[config.mk]
export PLATFORM = sky130hd
export DESIGN_NAME = op_request_encoder
export DESIGN_NICKNAME = d
export VERILOG_FILES = /design/src/rtl/op_request_encoder.sv
export SDC_FILE = /design/constraint.sdc
export NUM_CORES = 1
export LEC_CHECK = 0
export ABC_AREA = 1
export CAP_MARGIN = 20
export CORE_ASPECT_RATIO = 0.7
export CORE_MARGIN = 1.5
export CORE_UTILIZATION = 51
export DETAILED_ROUTE_END_ITERATION = 6
export PLACE_DENSITY = 0.79
export SLEW_MARGIN = 0
export SYNTH_ARGS = -nofsm -noshare
export SYNTH_HDL_FRONTEND = slang
export SYNTH_SLANG_ARGS = --single-unit
[constraint.sdc]
create_clock -name clk -period 4 [get_ports clk]
set_clock_uncertainty 0.2 [all_clocks]
set_input_delay 0.4 -clock clk [delete_from_list [all_inputs] [get_ports clk]]
set_output_delay 0.4 -clock clk [all_outputs]
set_load 0.005 [all_outputs]
[src/rtl/op_request_encoder.sv]
// Round-robin encoder: collects operation requests and issues one 3-bit opcode
// at a time under a valid/ready handshake. Unsupported requests are flagged and counted.
module op_request_encoder (
  input  logic        clk,
  input  logic        rst,
  input  logic [11:0] Req,
  input  logic        Opcode_Ready,
  output logic [2:0]  Opcode,
  output logic        Opcode_Valid,
  output logic [7:0]  Pending,
  output logic        Busy,
  output logic        Unsupported_Err,
  output logic [3:0]  Err_Count
);
  localparam int NUM_OPS = 8;
  localparam logic [0:0] IDLE  = 1'b0;
  localparam logic [0:0] ISSUE = 1'b1;

  logic [0:0]         state;
  logic [2:0]         last_grant;
  logic [2:0]         grant_idx;
  logic [2:0]         cand;
  logic               grant_found;
  logic               grant_en;
  logic [NUM_OPS-1:0] grant_mask;
  logic               unsup;

  // First set Pending bit at or after last_grant+1, wrapping; the 3-bit add does the mod 8.
  always_comb begin
    grant_found = 1'b0;
    grant_idx   = 3'd0;
    cand        = 3'd0;
    for (int i = 1; i <= NUM_OPS; i++) begin
      cand = last_grant + 3'(i);
      if (!grant_found && Pending[cand]) begin
        grant_found = 1'b1;
        grant_idx   = cand;
      end
    end
  end

  // In ISSUE a new grant only happens on the same edge the current opcode is accepted.
  assign grant_en   = grant_found && (state == IDLE || Opcode_Ready);
  assign grant_mask = grant_en ? (NUM_OPS'(1) << grant_idx) : '0;
  assign unsup      = |Req[11:8];
  assign Busy       = Opcode_Valid | (|Pending);

  always_ff @(posedge clk) begin
    if (rst) begin
      state           <= IDLE;
      Pending         <= '0;
      Opcode          <= 3'd0;
      Opcode_Valid    <= 1'b0;
      Unsupported_Err <= 1'b0;
      Err_Count       <= 4'd0;
      last_grant      <= 3'd7;
    end else begin
      Pending         <= (Pending & ~grant_mask) | Req[7:0];
      Unsupported_Err <= unsup;
      if (unsup && Err_Count != 4'hF)
        Err_Count <= Err_Count + 4'd1;
      if (grant_en) begin
        Opcode       <= grant_idx;
        last_grant   <= grant_idx;
        Opcode_Valid <= 1'b1;
        state        <= ISSUE;
      end else if (state == ISSUE && Opcode_Ready) begin
        Opcode_Valid <= 1'b0;
        state        <= IDLE;
      end
    end
  end
endmodule

==> results of run 1 <==
## worst min-delay path, stage by stage, from the launching register on
cell and delay (ns):
dfxtp_1 0.32, nand2_1 0.07, a21oi_1 0.06
## registers in the layout (all words and copies together) (netlist names)
name,count
Err_Count,4
Opcode,3
Pending,8
Unsupported_Err,1
last_grant,3
state,1
## final cells by class
| class | instances | area [µm²] | area share (%) |
|---|---|---|---|
| Inverter | 33 | 123.9 | 6.089 |
| Timing Repair Buffer | 36 | 350.3 | 17.22 |
| Multi-Input combinational cell | 204 | 1074 | 52.77 |
| Clock buffer | 3 | 41.29 | 2.030 |
| Sequential cell | 20 | 400.4 | 19.68 |
| Tap cell | 36 | 45.04 | 2.214 |
## per-layer routing
metal	vias to the layer above	share of wire, %	track usage (%)
met1	789	50	40.75
met3	4	10	10.04
met2	67	40	41.67
met4	0	0.61	3.145
li1	922	-	-
met5	-	0	0
## worst max path at each step
stage                          startpoint  endpoint  slack, ns  depth (start not counted)
2_1_floorplan  last_grant[1]$_SDFFE_PP1P_      Busy       1.05                         12
3_3_place_gp   last_grant[1]$_SDFFE_PP1P_      Busy       0.61                         12
3_5_place_dp   last_grant[1]$_SDFFE_PP1P_      Busy       0.52                         12
4_1_cts        last_grant[1]$_SDFFE_PP1P_      Busy       0.24                         12
5_1_grt        last_grant[1]$_SDFFE_PP1P_      Busy       0.02                         12
6_report       last_grant[1]$_SDFFE_PP1P_      Busy       0.22                         12
## cells by family after synthesis
| logic type | after synthesis |
|---|---|
| xor+xnor | 4 |
| flops | 20 |
| fa+ha+maj | 3 |
| compound gates | 26 |
| buf+inv | 38 |
| simple gates | 171 |
## synthesized netlist by cell type
cell      count  area (µm²)
nand3_1      34       170.2
a21oi_1      13       65.06
buf_2         1       5.000
buf_4         2       15.01
nor2_8        1       20.02
xnor2_1       2       17.52
a21oi_4       1       16.27
or2_1         1       6.260
nor2_1       25       93.84
nor4_1        1       6.260
a31o_2        1       8.760
or2_2         1       6.260
inv_1        28       105.1
nand2_1      80       300.3
o21ai_0       5       25.02
inv_2         4       15.01
and3_1        1       6.260
nand4_4       1       21.27
clkinv_1      1       3.750
a31oi_1       2       12.51
nand2_4       2       22.52
o211ai_1      2       15.01
nand2_2       5       31.28
dfxtp_1      20       400.4
o21ai_1       2       10.01
ha_1          3       37.54
buf_6         1       11.26
xor2_1        2       17.52
nand4_1       7       43.79
buf_1         1       3.750
nor2_4        2       22.52
nand4_2       1       12.51
nand3_2       8       80.08
nor3_1        1       5.000
## through the flow
step | cells | hold slack (ns) | setup slack, ns | utilization, % | instance area [µm²]
3_5_place_dp | 329 | 0.2742 | 0.5180 | 68.19 | 1993
6_report | 332 | 0.2915 | 0.2165 | 69.61 | 2034
2_1_floorplan | 262 | 0.2612 | 1.049 | - | 1633
3_3_place_gp | 329 | 0.2561 | 0.6098 | 68.19 | 1993
4_1_cts | 332 | 0.2954 | 0.2359 | 69.61 | 2034
5_1_grt | 332 | 0.3230 | 0.01551 | 69.61 | 2034
==> results by group, run 1 <==
Outcome
  • Status: complete, no violations

Hold path
  • Hold depth: 2
  • WHS Endpoint: Opcode[0]$_SDFFE_PP0P_
  • Hold Startpoint: Opcode[0]$_SDFFE_PP0P_
  • Worst min-delay path class: reg -> reg

Routing
  • First drt pass iteration count: 4
  • Antenna Nets Post-Route: 0
  • Via count: about 1800
  • Number of remaining DRC errors: 0
  • Via density: roughly 5.4
  • Final wirelength: about 4600 µm
  • Drt wl/cell: between 10 and 15 µm
  • DRT iter0 DRCs: 143

Logic synthesis
  • Post-synthesis mux area share: 0%
  • Post-Syn Area per Cell: a little over 6 µm²
  • Area share of fa/ha/maj cells after synthesis: ~2.3%
  • Largest family of logic cells by synthesized area: simple AND/OR/NAND/NOR gates
  • Ys Warns: 0
  • Flops & latches, synth: 20
  • Syn_nets: 280
  • Mapped Cells: around 260
  • Post-synthesis compound-gate area fraction: about a tenth
  • Synth cell types: 34
  • Seq/Total Area, Yosys: about a quarter
  • Synthesized area: ~1600 µm²
  • Post-synthesis xor/xnor area fraction: 2.146%
  • Synth Area in Simple Gates: approximately 52%

Layout
  • Area Overhead vs Synth: 24.60%
  • # fillers: roughly 270
  • Final nets: between 300 and 400
  • Number of diodes: 0
  • Share of cells above drive strength 1: between 10 and 15%
  • Most frequent cells in the layout: nand2_1 (80), nand3_1 (34), clkdlybuf4s50_1 (32)
  • Leading cell type in the layout, fill and taps excluded: nand2_1

Floorplan
  • DIE AREA: roughly 3600 µm²
  • Row cnt: 16
  • Core area: between 2000 and 3000 µm²
  • Initial core utilization: between 50 and 60%
  • Die height: between 50 and 60 µm
  • Die W: between 70 and 80 µm
  • IO Count: 33

Worst setup path
  • Cells along the critical path: clkinv_1 > ha_1 > inv_2 > nand3_1 > nand3_1 > nand2_4 > nor2_8 > nand4_4 > nor2_4 > nand3_2 > or2_2 > clkdlybuf4s50_1
  • CP arrival: ~3.2 ns
  • Reg2reg setup slack: 0.89 ns
  • Worst path bufs/invs: 3
  • CP top delay family: simple AND/OR/NAND/NOR gates
  • Worst-path fanout max: 8
  • Cell mode on critical path: nand3_1
  • RR Endpoint: Pending[4]$_SDFF_PP0_
  • Req. time, crit path: 3.40 ns
  • Kind of critical path: reg -> out
  • Reg-to-reg startpoint: last_grant[1]$_SDFFE_PP1P_
  • Crit start category: flop
  • CP peak stage delay: between 0.4 and 0.5 ns
  • CP max stage cell: ha_1
  • CP Capture Type: output port
  • Worst R2R Path Depth: 17

STA
  • Final period util: between 90% and 100%
  • Final Hold Fails: 0
  • RSZ-0062 raised after global routing: false
  • Fmax: 0.2643 GHz
  • Setup violations, final: 0
  • Final slew viol count: 0
  • Setup TNS: 0 ns
  • Tmin final: approximately 3.8 ns
  • Max_slew headroom: a little under two thirds
  • Measured slew at the worst slew-check pin: 0.5390 ns

CTS
  • Clk slew on worst S/H paths: approximately 0.07 ns
  • Clock latency on the worst-skew pair: 0.25 ns
  • CTS sink cnt: 20
  • # hold bufs at CTS: 0
  • CTS Buf Count: 3
  • Post-CTS Setup Inserts: 0
  • Max Root-Sink Buffers: 2
  • Post-CTS Resized: 0
  • H-tree Lvls: 1
  • TritonCTS clock tree: built
  • Clk root buf: clkbuf_8

Place
  • Hpwl dp: about 3700 µm
  • Port Buffers: 32
  • RD Place Congestion: a little over 1

Run
  • # Max-Cap Violations: 0

Global route
  • Overflow left after global routing: 0
  • Number of global-route vias before repair: 1716
  • Initial antenna violation count: 0
  • Total track usage: between 20% and 30%
  • Largest net degree at the start of global routing: 16
  • First-pass GRT wire length: about 8000 µm
Power of run 1 is not shown: default switching activity piles up to over one toggle a cycle in this logic, so the estimate is an artifact.
==> inputs of run 2 (changes only) <==
--- a/config.mk
+++ b/config.mk
@@ -7,7 +7,6 @@
 export LEC_CHECK = 0
 export ABC_AREA = 1
 export CAP_MARGIN = 20
-export CORE_ASPECT_RATIO = 0.7
 export CORE_MARGIN = 1.5
 export CORE_UTILIZATION = 51
 export DETAILED_ROUTE_END_ITERATION = 6
==> results by group, run 2 (synthesized netlist as in run 1, its figures left out) <==
Outcome
  • Status: complete, no violations

Worst setup path
  • Kind of critical path: reg -> out
  • Worst path bufs/invs: 3
  • CP peak stage delay: about 0.45 ns
  • CP top delay family: simple AND/OR/NAND/NOR gates
  • Cells along the critical path: clkinv_1 > ha_2 > inv_2 > nand3_1 > nand3_1 > nand2_4 > nor2_8 > nand4_4 > nor2_4 > nand3_2 > or2_2 > clkdlybuf4s50_1
  • CP arrival: ~3.2 ns
  • CP max stage cell: clkdlybuf4s50_1
  • Req. time, crit path: between 3 and 4 ns
  • Cell mode on critical path: nand3_1
  • Crit start category: flop
  • CP Capture Type: output port
  • Worst-path fanout max: 8

CTS
  • Clk root buf: clkbuf_4
  • CTS Buf Count: 3
  • Post-CTS Resized: 0
  • Max Root-Sink Buffers: 2
  • Clk slew on worst S/H paths: roughly 0.12 ns
  • CTS sink cnt: 20
  • TritonCTS clock tree: built
  • H-tree Lvls: 1
  • Post-CTS Setup Inserts: 0
  • # hold bufs at CTS: 0
  • Clock latency on the worst-skew pair: between 0.3 and 0.4 ns

Floorplan
  • Initial core utilization: a little over half
  • Die height: between 50 and 60 µm
  • IO Count: 33
  • Row cnt: 20
  • DIE AREA: ~3500 µm²
  • Die W: ~60 µm
  • Core area: 3053 µm²

Place
  • Port Buffers: 32
  • Dpl ws: 0.5298 ns
  • Hpwl dp: approximately 3300 µm
  • Cells after DPL: ~340
  • RD Place Congestion: 0.9411

STA
  • Final period util: a little over nine tenths
  • Fmax: around 0.27 GHz
  • Tmin final: about 3.8 ns
  • Max_slew headroom: between 60% and 70%
  • Final slew viol count: 0
  • Final critical-path setup slack: between 0.2 and 0.25 ns
  • Setup TNS: 0 ns
  • RSZ-0062 raised after global routing: false
  • Measured slew at the worst slew-check pin: 0.5004 ns
  • Setup violations, final: 0
  • Final Hold Fails: 0

Layout
  • Share of cells above drive strength 1: 11.82%
  • Most frequent cells in the layout: nand2_1 (80), nand3_1 (34), clkdlybuf4s50_1 (32)
  • Leading cell type in the layout, fill and taps excluded: nand2_1
  • Area Overhead vs Synth: 25.59%
  • Multi-input gate area: 1076 µm²
  • Final nets: around 320
  • # fillers: between 300 and 400
  • Final instance count without filler cells: between 300 and 400
  • Register area: ~400 µm²
  • Largest register FFs: 8
  • Core Util, Final: roughly 67%
  • Number of diodes: 0
  • Top Registers: Pending (8), Err_Count (4)
  • Reg with most FFs: Pending

Global route
  • Largest net degree at the start of global routing: 16
  • Overflow left after global routing: 0
  • First-pass GRT wire length: 6555 µm
  • Initial antenna violation count: 0
  • Total track usage: around a quarter
  • Number of global-route vias before repair: between 1500 and 2000

Routing
  • Final wirelength: roughly 4000 µm
  • DRT iter0 DRCs: 74
  • Via density: roughly 5.2
  • Via count: between 1500 and 2000
  • Drt wl/cell: approximately 12 µm
  • Number of remaining DRC errors: 0
  • First drt pass iteration count: 4
  • Antenna Nets Post-Route: 0

Hold path
  • Worst min-delay path class: reg -> reg

Run
  • # Max-Cap Violations: 0
==> run 2: cell types whose count changed in the layout (fill, tap and decap cells not counted) <==
cell,previous run,this run
ha_1,3,2
ha_2,0,1
bufinv_16,0,1
buf_4,4,3
clkbuf_8,3,0
clkbuf_4,0,3
==> run 2: worst min-delay path, delay by kind of cell, from the launching register on <==
kind	cells	cell delay [ns]
AOI/OAI and AO/OA	1	0.06
DFF	1	0.33
and+or+nand+nor	1	0.06
==> run 2: routing by layer <==
layer | GRT usage (%) | wire (µm)
met4 | 8.889 | 60
met1 | 31.34 | 1926
met5 | 0 | 0
met2 | 41.60 | 1907
met3 | 2.838 | 164
==> run 2: final cells by class <==
class | instances | area share, %
clock inverter | 1 | 1.464
multi-input combinational | 204 | 52.47
timing repair buffer | 35 | 16.72
inverter | 33 | 6.040
tap | 44 | 2.685
sequential | 20 | 19.52
clock buffer | 3 | 1.098
==> run 2: worst paths after layout <==
| check | startpoint | end | slack, ns | cells after the start |
|---|---|---|---|---|
| worst max register to register | last_grant[1]$_SDFFE_PP1P_ | Pending[6]$_SDFF_PP0_ | 0.99 | 17 |
| worst min-delay path | Opcode[0]$_SDFFE_PP0P_ | Opcode[0]$_SDFFE_PP0P_ | 0.28 | 2 |
| worst min register to register | Opcode[0]$_SDFFE_PP0P_ | Opcode[0]$_SDFFE_PP0P_ | 0.28 | 2 |
| worst max-delay path | last_grant[1]$_SDFFE_PP1P_ | Busy | 0.24 | 12 |
==> run 2: through the flow <==
step                      cell area, µm²  hold WS, ns
after CTS                           2048       0.2820
after detailed placement            1996       0.2635
after floorplan                     1633       0.2612
after global routing                2051       0.2982
after global placement              1996       0.2566
final                               2051       0.2799
Power of run 2 is left out for the same reason.
